<file path="config.mk">
export PLATFORM = sky130hd
export DESIGN_NAME = dsp_mac_pipe_flat
export DESIGN_NICKNAME = d
export VERILOG_FILES = /design/src/rtl/dsp_mac_pipe_if.sv /design/src/rtl/dsp_mac_pipe.sv /design/src/flat_wrapper.sv
export SDC_FILE = /design/constraint.sdc
export NUM_CORES = 2
export LEC_CHECK = 0
export CAP_MARGIN = 10
export CELL_PAD_IN_SITES_DETAIL_PLACEMENT = 1
export CELL_PAD_IN_SITES_GLOBAL_PLACEMENT = 2
export CORE_ASPECT_RATIO = 1.75
export CORE_MARGIN = 5
export CORE_UTILIZATION = 48
export CTS_BUF_LIST = sky130_fd_sc_hd__clkbuf_2 sky130_fd_sc_hd__clkbuf_4 sky130_fd_sc_hd__clkbuf_8
export CTS_CLUSTER_DIAMETER = 30
export DETAILED_ROUTE_END_ITERATION = 16
export DONT_BUFFER_PORTS = 1
export PLACE_DENSITY = 0.88
export SLEW_MARGIN = 40
export SYNTH_ARGS = -nofsm -noshare
export SYNTH_HDL_FRONTEND = slang
export SYNTH_HIERARCHICAL = 1
export SYNTH_SLANG_ARGS = --single-unit
</file>
<file path="constraint.sdc">
create_clock -name clk -period 7.5 [get_ports clk]
set_input_delay 0.375 -clock clk [delete_from_list [all_inputs] [get_ports clk]]
set_output_delay 0.375 -clock clk [all_outputs]
set_load 0.01 [all_outputs]
</file>
<file path="src/rtl/dsp_mac_pipe_if.sv">
// Request/result bus of the MAC engine: valid/ready request channel and
// first-word-fall-through result channel.
interface dsp_mac_pipe_if #(
  parameter int WIDTH   = 16,
  parameter int NUM_ACC = 32
);
  localparam int IDW = (NUM_ACC > 1) ? $clog2(NUM_ACC) : 1;

  logic                 in_valid;
  logic                 in_ready;
  logic [WIDTH-1:0]     in_a;
  logic [WIDTH-1:0]     in_b;
  logic [2*WIDTH-1:0]   in_c;
  logic [1:0]           in_mode;
  logic [IDW-1:0]       in_id;
  logic                 out_valid;
  logic                 out_ready;
  logic [2*WIDTH-1:0]   out_result;
  logic [WIDTH-1:0]     out_q;
  logic [IDW-1:0]       out_id;

  // Requester / result consumer side
  modport master (
    output in_valid, in_a, in_b, in_c, in_mode, in_id, out_ready,
    input  in_ready, out_valid, out_result, out_q, out_id
  );

  // MAC engine side
  modport slave (
    input  in_valid, in_a, in_b, in_c, in_mode, in_id, out_ready,
    output in_ready, out_valid, out_result, out_q, out_id
  );
endinterface

</file>
<file path="src/rtl/dsp_mac_pipe.sv">
// Four-stage pipelined signed MAC engine (MUL / MULADD / per-ID MAC / CLR)
// with an in-order output FIFO and credit-based request backpressure.
module dsp_mac_pipe #(
  parameter int WIDTH     = 16,
  parameter int FRAC      = 8,
  parameter int NUM_ACC   = 32,
  parameter int OUT_DEPTH = 8
) (
  input  logic          clk,
  input  logic          rst_n,
  dsp_mac_pipe_if.slave bus,
  output logic [2:0]    inflight,
  output logic [31:0]   perf_ops
);
  localparam int W2  = 2 * WIDTH;
  localparam int IDW = (NUM_ACC > 1) ? $clog2(NUM_ACC) : 1;
  localparam int PW  = $clog2(OUT_DEPTH);
  localparam int CW  = $clog2(OUT_DEPTH + 1);
  localparam int RND_SH = (FRAC > 0) ? FRAC - 1 : 0;
  localparam logic signed [W2:0] RND_C =
    (FRAC > 0) ? ({{W2{1'b0}}, 1'b1} << RND_SH) : {(W2+1){1'b0}};
  localparam logic signed [W2:0] MAX_Q = {{(WIDTH+2){1'b0}}, {(WIDTH-1){1'b1}}};
  localparam logic signed [W2:0] MIN_Q = {{(WIDTH+2){1'b1}}, {(WIDTH-1){1'b0}}};

  typedef enum logic [1:0] {
    MODE_MUL    = 2'b00,
    MODE_MULADD = 2'b01,
    MODE_MAC    = 2'b10,
    MODE_CLR    = 2'b11
  } mode_e;

  // Round half up, arithmetic shift by FRAC, clamp to the signed WIDTH range.
  // One guard bit keeps the rounding add from wrapping near full scale.
  function automatic logic [WIDTH-1:0] sat_q(input logic [W2-1:0] r);
    logic signed [W2:0] sum;
    logic signed [W2:0] sh;
    sum = {r[W2-1], r} + RND_C;
    sh  = sum >>> FRAC;
    if (sh > MAX_Q)      sat_q = MAX_Q[WIDTH-1:0];
    else if (sh < MIN_Q) sat_q = MIN_Q[WIDTH-1:0];
    else                 sat_q = sh[WIDTH-1:0];
  endfunction

  logic s1_v_r, s2_v_r, s3_v_r, s4_v_r;
  logic [WIDTH-1:0] s1_a_r, s1_b_r;
  logic [W2-1:0] s1_c_r, s2_c_r, s3_c_r, s4_c_r;
  mode_e s1_mode_r, s2_mode_r, s3_mode_r, s4_mode_r;
  logic [IDW-1:0] s1_id_r, s2_id_r, s3_id_r, s4_id_r;
  logic [W2-1:0] s2_p_r, s3_p_r, s4_p_r, s4_acc_r;
  logic [W2-1:0] acc_mem_r [NUM_ACC];

  logic [W2-1:0] res_mem_r [OUT_DEPTH];
  logic [WIDTH-1:0] q_mem_r [OUT_DEPTH];
  logic [IDW-1:0] id_mem_r [OUT_DEPTH];
  logic [PW-1:0] wr_ptr_r, rd_ptr_r;
  logic [CW-1:0] cnt_r;
  logic [31:0] perf_r;

  logic accept_s, in_ready_s, push_s, pop_s, out_valid_s, byp_s;
  logic [CW:0] occ_s;
  logic [W2-1:0] prod_s, r_s, wr_val_s, acc_rd_s;
  logic [W2-1:0] a_ext_s, b_ext_s;

  assign inflight  = {2'b00, s1_v_r} + {2'b00, s2_v_r} + {2'b00, s3_v_r} + {2'b00, s4_v_r};
  assign occ_s     = (CW+1)'(inflight) + (CW+1)'(cnt_r);
  // Credit rule: every op in S1..S4 already owns a FIFO slot.
  assign in_ready_s = rst_n && (occ_s < (CW+1)'(OUT_DEPTH));
  assign accept_s   = bus.in_valid && in_ready_s;
  assign bus.in_ready = in_ready_s;
  assign perf_ops   = perf_r;

  assign a_ext_s = {{WIDTH{s1_a_r[WIDTH-1]}}, s1_a_r};
  assign b_ext_s = {{WIDTH{s1_b_r[WIDTH-1]}}, s1_b_r};
  assign prod_s  = a_ext_s * b_ext_s;

  // S4 result selection per mode; all arithmetic wraps at 2*WIDTH bits.
  always_comb begin
    r_s = s4_p_r;
    case (s4_mode_r)
      MODE_MUL:    r_s = s4_p_r;
      MODE_MULADD: r_s = s4_p_r + s4_c_r;
      MODE_MAC:    r_s = s4_acc_r + s4_p_r;
      MODE_CLR:    r_s = s4_acc_r;
      default:     r_s = s4_p_r;
    endcase
  end

  // S3 accumulator read, forwarding S4's pending write for a same-id hazard.
  always_comb begin
    wr_val_s = '0;
    if (s4_mode_r == MODE_MAC) wr_val_s = r_s;
    else                       wr_val_s = '0;
    byp_s = s4_v_r && s3_v_r && s4_mode_r[1] && s3_mode_r[1] && (s4_id_r == s3_id_r);
    if (byp_s) acc_rd_s = wr_val_s;
    else       acc_rd_s = acc_mem_r[s3_id_r];
  end

  // Pipeline stage registers S1..S4.
  always_ff @(posedge clk) begin
    if (!rst_n) begin
      {s1_v_r, s2_v_r, s3_v_r, s4_v_r} <= 4'b0000;
      s1_a_r <= '0; s1_b_r <= '0;
      s1_c_r <= '0; s2_c_r <= '0; s3_c_r <= '0; s4_c_r <= '0;
      s1_mode_r <= MODE_MUL; s2_mode_r <= MODE_MUL;
      s3_mode_r <= MODE_MUL; s4_mode_r <= MODE_MUL;
      s1_id_r <= '0; s2_id_r <= '0; s3_id_r <= '0; s4_id_r <= '0;
      s2_p_r <= '0; s3_p_r <= '0; s4_p_r <= '0; s4_acc_r <= '0;
    end else begin
      s1_v_r <= accept_s;
      s1_a_r <= bus.in_a; s1_b_r <= bus.in_b; s1_c_r <= bus.in_c;
      s1_mode_r <= mode_e'(bus.in_mode); s1_id_r <= bus.in_id;
      s2_v_r <= s1_v_r; s2_p_r <= prod_s; s2_c_r <= s1_c_r;
      s2_mode_r <= s1_mode_r; s2_id_r <= s1_id_r;
      s3_v_r <= s2_v_r; s3_p_r <= s2_p_r; s3_c_r <= s2_c_r;
      s3_mode_r <= s2_mode_r; s3_id_r <= s2_id_r;
      s4_v_r <= s3_v_r; s4_p_r <= s3_p_r; s4_c_r <= s3_c_r;
      s4_mode_r <= s3_mode_r; s4_id_r <= s3_id_r; s4_acc_r <= acc_rd_s;
    end
  end

  // Accumulator array: cleared on reset, written back by MAC/CLR in S4.
  always_ff @(posedge clk) begin
    if (!rst_n) begin
      for (int i = 0; i < NUM_ACC; i++) acc_mem_r[i] <= '0;
    end else if (s4_v_r && s4_mode_r[1]) begin
      acc_mem_r[s4_id_r] <= wr_val_s;
    end
  end

  assign push_s      = s4_v_r;
  assign out_valid_s = (cnt_r != '0);
  assign pop_s       = out_valid_s && bus.out_ready;

  // Output FIFO storage, pointers and occupancy.
  always_ff @(posedge clk) begin
    if (!rst_n) begin
      wr_ptr_r <= '0; rd_ptr_r <= '0; cnt_r <= '0;
    end else begin
      if (push_s) begin
        res_mem_r[wr_ptr_r] <= r_s;
        q_mem_r[wr_ptr_r]   <= sat_q(r_s);
        id_mem_r[wr_ptr_r]  <= s4_id_r;
        wr_ptr_r <= (wr_ptr_r == PW'(OUT_DEPTH - 1)) ? '0 : wr_ptr_r + PW'(1'b1);
      end
      if (pop_s) begin
        rd_ptr_r <= (rd_ptr_r == PW'(OUT_DEPTH - 1)) ? '0 : rd_ptr_r + PW'(1'b1);
      end
      case ({push_s, pop_s})
        2'b10:   cnt_r <= cnt_r + CW'(1'b1);
        2'b01:   cnt_r <= cnt_r - CW'(1'b1);
        default: cnt_r <= cnt_r;
      endcase
    end
  end

  // FIFO head presented first-word-fall-through; zeros while empty.
  always_comb begin
    bus.out_valid  = out_valid_s;
    bus.out_result = '0;
    bus.out_q      = '0;
    bus.out_id     = '0;
    if (out_valid_s) begin
      bus.out_result = res_mem_r[rd_ptr_r];
      bus.out_q      = q_mem_r[rd_ptr_r];
      bus.out_id     = id_mem_r[rd_ptr_r];
    end else begin
      bus.out_result = '0;
      bus.out_q      = '0;
      bus.out_id     = '0;
    end
  end

  // Accepted-request counter, wraps at 2^32.
  always_ff @(posedge clk) begin
    if (!rst_n) perf_r <= 32'd0;
    else if (accept_s) perf_r <= perf_r + 32'd1;
    else perf_r <= perf_r;
  end

  dsp_mac_pipe_chk #(.CW(CW), .OUT_DEPTH(OUT_DEPTH)) u_chk (
    .clk   (clk),
    .rst_n (rst_n),
    .push  (push_s),
    .cnt   (cnt_r)
  );
endmodule

// Protocol checker: the credit rule must keep every push off a full FIFO.
module dsp_mac_pipe_chk #(
  parameter int CW        = 4,
  parameter int OUT_DEPTH = 8
) (
  input logic          clk,
  input logic          rst_n,
  input logic          push,
  input logic [CW-1:0] cnt
);
  a_no_push_full: assert property (@(posedge clk) disable iff (!rst_n)
    push |-> (cnt < CW'(OUT_DEPTH)))
    else $error("dsp_mac_pipe: result pushed into full output FIFO");
endmodule

</file>
<file path="src/flat_wrapper.sv">
// flat-port wrapper written by rule: the top's interface ports become plain ports
module dsp_mac_pipe_flat 
#(
  parameter int WIDTH     = 16,
  parameter int FRAC      = 8,
  parameter int NUM_ACC   = 32,
  parameter int OUT_DEPTH = 8
)
  (clk, rst_n, inflight, perf_ops, bus_in_valid, bus_in_a, bus_in_b, bus_in_c, bus_in_mode, bus_in_id, bus_out_ready, bus_in_ready, bus_out_valid, bus_out_result, bus_out_q, bus_out_id);
  dsp_mac_pipe_if #(.WIDTH(WIDTH), .NUM_ACC(NUM_ACC)) bus_i ();
  input  logic clk;
  input  logic rst_n;
  output logic [2:0] inflight;
  output logic [31:0] perf_ops;
  input wire logic [$bits(bus_i.in_valid)-1:0] bus_in_valid;
  input wire logic [$bits(bus_i.in_a)-1:0] bus_in_a;
  input wire logic [$bits(bus_i.in_b)-1:0] bus_in_b;
  input wire logic [$bits(bus_i.in_c)-1:0] bus_in_c;
  input wire logic [$bits(bus_i.in_mode)-1:0] bus_in_mode;
  input wire logic [$bits(bus_i.in_id)-1:0] bus_in_id;
  input wire logic [$bits(bus_i.out_ready)-1:0] bus_out_ready;
  output wire logic [$bits(bus_i.in_ready)-1:0] bus_in_ready;
  output wire logic [$bits(bus_i.out_valid)-1:0] bus_out_valid;
  output wire logic [$bits(bus_i.out_result)-1:0] bus_out_result;
  output wire logic [$bits(bus_i.out_q)-1:0] bus_out_q;
  output wire logic [$bits(bus_i.out_id)-1:0] bus_out_id;
  assign bus_i.in_valid = bus_in_valid;
  assign bus_i.in_a = bus_in_a;
  assign bus_i.in_b = bus_in_b;
  assign bus_i.in_c = bus_in_c;
  assign bus_i.in_mode = bus_in_mode;
  assign bus_i.in_id = bus_in_id;
  assign bus_i.out_ready = bus_out_ready;
  assign bus_in_ready = bus_i.in_ready;
  assign bus_out_valid = bus_i.out_valid;
  assign bus_out_result = bus_i.out_result;
  assign bus_out_q = bus_i.out_q;
  assign bus_out_id = bus_i.out_id;
  dsp_mac_pipe #(.WIDTH(WIDTH), .FRAC(FRAC), .NUM_ACC(NUM_ACC), .OUT_DEPTH(OUT_DEPTH)) u_core (.clk(clk), .rst_n(rst_n), .bus(bus_i), .inflight(inflight), .perf_ops(perf_ops));
endmodule
</file>
==> parameters.txt <==
Parameter                              Value

Outcome
  Result of the run    complete, no violations

Setup path
  Worst R2R Path Depth    25
  Launching element type of the critical path    flop
  Peak fanout along the critical path    16
  Critical Path RT    8.28 ns
  Type of element capturing the critical path    flop
  Worst R2R Setup Slack    0.40 ns
  Crit path kind    flop to flop
  Crit path arrival time    7.88 ns

Timing
  Actual slew at the worst max-slew pin    0.852 ns
  Worst setup skew after layout    0.0700 ns
  Slew Limit Headroom    43.0%
  Post-Route Hold Slack    0.161 ns
  Post-layout minimum cycle time    7.10 ns
  Fmax    141 MHz
  Final period util    94.7%
  Max-slew violation count    0
  RSZ-0062 raised after global routing    false
  Setup TNS    0 ns
  Count of final hold-check violations    0
  Final setup margin    0.398 ns
  Final setup violation count    0

Pwr
  Areal power density over the cells    247 mW/mm2
  IR drop worst, VDD    0.000160 V
  Final total power    23.2 mW
  Leakage power    32.9 nW

Final layout
  Net count of the finished layout    6671
  # fillers    16.8k
  Area added between synthesis and finish    11.9%
  Utilization after layout    54.0%
  Leading cell types in the layout, fill and taps excluded    sky130_fd_sc_hd__edfxtp_1, sky130_fd_sc_hd__nor2_1, sky130_fd_sc_hd__mux4_2
  Most common cell after layout, fill and taps aside    sky130_fd_sc_hd__edfxtp_1
  Number of standard cells in the final layout excluding fillers    8693
  Finished Cell Area    0.0941 mm2
  Fraction of layout instances using a drive strength above 1    18.8%

Synth
  Post-synthesis area per instance    13.9 um2
  Fraction of registers with async set or reset after synthesis    0%
  Area fraction of the dominant cell type after synthesis    51.7%
  Post-synth top area cell    sky130_fd_sc_hd__edfxtp_1
  Count of flip-flops with a built-in enable after synthesis    1448
  Area of the mapped netlist    0.0842 mm2
  Number of nets produced by synthesis    6548
  Unique masters post-synth    91
  Post-synthesis register bit count    1813
  Warnings from Yosys    6
  Prevailing post-synth register cell    sky130_fd_sc_hd__edfxtp_1
  Cell count after synthesis    6074
  Area contributors post-synth    sky130_fd_sc_hd__edfxtp_1, sky130_fd_sc_hd__mux4_2, sky130_fd_sc_hd__dfxtp_1
  Post-synthesis sequential area ratio    60.3%

Clock tree
  Num CTS Buffers    290
  Number of sinks handled by clock tree synthesis    1813
  Total number of H-tree levels    5
  TritonCTS clock tree    yes
  Clock-pin slew of the registers on the worst-case setup and hold paths    0.06 ns
  Hold buffer count at CTS    87
  Worst skew pair latency    0.91 ns
  # resized after CTS    0
  Root buffer cell    sky130_fd_sc_hd__clkbuf_8
  Buffer count from post-CTS setup fixing    0
  Buffer depth of the longest clock path    4

Route
  Initial detailed-routing violation count    4485
  WL per Instance    29.0 um
  Number of vias in the routed layout    51.9k
  Routed Antenna Nets    0
  Total Routed Length    252 mm
  Detailed-route DRC error count    0
  Pre-antenna DRT Iters    6
  Vias per Instance    5.97

Floorplan
  Die footprint    0.184 mm2
  Starting utilization of the core area    48.2%
  Die Y    564 um
  Std-Cell Rows    203
  Chip Width    327 um
  I/O Pins    165
  Core ar.    0.174 mm2

Place
  Last weighted congestion value of the routability-driven placer    0.875
  Cell area after placement    0.0869 mm2
  Number of cells after detailed placement    8068
  Placed wire-length estimate after detailed placement    158 mm
  Worst slack at placement    0.377 ns
  Number of buffers inserted by port buffering    0

Hold path
  Min-delay worst type    input port to flop
  Worst hold path stage count    2

Global routing
  Wire length of the first global-routing pass    370 mm
  Remaining global-route overflow    0
  Total routing usage reported by global routing    27.1%
  Via count of the first global-routing pass    57.2k
  Largest net degree at the start of global routing    348
  Antenna violations before repair    11

Run
  Number of violations of the max-capacitance limit    0
synth_stat cells (22+ instances only):
cell type,number
sky130_fd_sc_hd__a21o_1,22
sky130_fd_sc_hd__a21oi_1,82
sky130_fd_sc_hd__and2_1,416
sky130_fd_sc_hd__and3_1,64
sky130_fd_sc_hd__buf_1,56
sky130_fd_sc_hd__clkbuf_1,361
sky130_fd_sc_hd__dfxtp_1,365
sky130_fd_sc_hd__edfxtp_1,1448
sky130_fd_sc_hd__fa_1,265
sky130_fd_sc_hd__ha_1,134
sky130_fd_sc_hd__inv_1,324
sky130_fd_sc_hd__mux2_2,33
sky130_fd_sc_hd__mux2i_1,90
sky130_fd_sc_hd__mux4_2,426
sky130_fd_sc_hd__nand2_1,381
sky130_fd_sc_hd__nand2b_1,25
sky130_fd_sc_hd__nand3_1,41
sky130_fd_sc_hd__nor2_1,1134
sky130_fd_sc_hd__nor3_1,31
sky130_fd_sc_hd__o21ai_0,51
sky130_fd_sc_hd__xnor2_1,62
sky130_fd_sc_hd__xor2_1,24
power breakdown:
| part | internal [mW] | switching [mW] |
|---|---|---|
| Clock | 5.01 | 4.04 |
| Sequential | 11.3 | 0.171 |
| Combinational | 1.07 | 1.62 |
area by class of cell:
class	count	area, um2	area share [%]
Timing Repair Buffer	255	2310	2.46
Inverter	326	1220	1.30
Clock buffer	369	4690	4.98
Tap cell	2255	2820	3.00
Sequential cell	1813	50800	54.0
Clock inverter	147	1490	1.58
Antenna cell	17	42.5	0.0452
Multi-Input combinational cell	3511	30700	32.7
worst paths after layout:
check,from,end
hold reg to reg,u_core/s3_c_r[10]$_SDFF_PN0_,u_core/s4_c_r[10]$_SDFF_PN0_
hold / removal,bus_in_c[1],u_core/s1_c_r[1]$_SDFF_PN0_
setup reg to reg,u_core/s1_a_r[5]$_SDFF_PN0_,u_core/s2_p_r[31]$_SDFF_PN0_
setup / recovery,u_core/s1_a_r[5]$_SDFF_PN0_,u_core/s2_p_r[31]$_SDFF_PN0_
sequential cells by signal, summed over array words and instances (netlist names), 40 cells and up, named ones only:
name and flops:
u_core/acc_mem_r 1024, u_core/id_mem_r 40, u_core/q_mem_r 128, u_core/res_mem_r 256
critical path, stage by stage (launching register included):
cell	delay, ns
sky130_fd_sc_hd__dfxtp_1	0.78
sky130_fd_sc_hd__nand2_1	0.15
sky130_fd_sc_hd__fa_1	0.52
sky130_fd_sc_hd__inv_1	0.05
sky130_fd_sc_hd__fa_1	0.47
sky130_fd_sc_hd__inv_1	0.05
sky130_fd_sc_hd__fa_1	0.48
sky130_fd_sc_hd__fa_1	0.55
sky130_fd_sc_hd__inv_1	0.05
sky130_fd_sc_hd__fa_1	0.47
sky130_fd_sc_hd__inv_1	0.05
sky130_fd_sc_hd__fa_1	0.47
sky130_fd_sc_hd__inv_1	0.04
sky130_fd_sc_hd__ha_1	0.37
sky130_fd_sc_hd__nand2_1	0.07
sky130_fd_sc_hd__nor3_1	0.26
sky130_fd_sc_hd__o21ai_0	0.22
sky130_fd_sc_hd__o21ai_0	0.32
sky130_fd_sc_hd__o41ai_1	0.10
sky130_fd_sc_hd__buf_4	0.15
sky130_fd_sc_hd__o211ai_1	0.30
sky130_fd_sc_hd__nor4_1	0.11
sky130_fd_sc_hd__o41a_1	0.46
sky130_fd_sc_hd__o21ai_0	0.23
sky130_fd_sc_hd__xnor2_1	0.09
sky130_fd_sc_hd__and2_1	0.16
cell families after synthesis:
logic type	Yosys count	share of synthesized area (%)
buffers and inverters	750	3.38
multiplexers	550	12.9
flip-flops	1813	60.3
AND/OR/NAND/NOR	2193	11.8
AO/OA/AOI/OAI	283	2.35
XOR/XNOR	86	0.895
adder cells (fa/ha/maj)	399	8.30
routing by layer:
metal  global-route usage [%]  routed length [um]  vias up
met5                        0                  13        -
met4                     16.7               18500        2
met3                     4.11               16100      832
met2                     49.2              132000     2428
met1                     30.0               85300    26958
li1                         -                   -    21692
No activity file was read; power rests on OpenSTA's default activity.
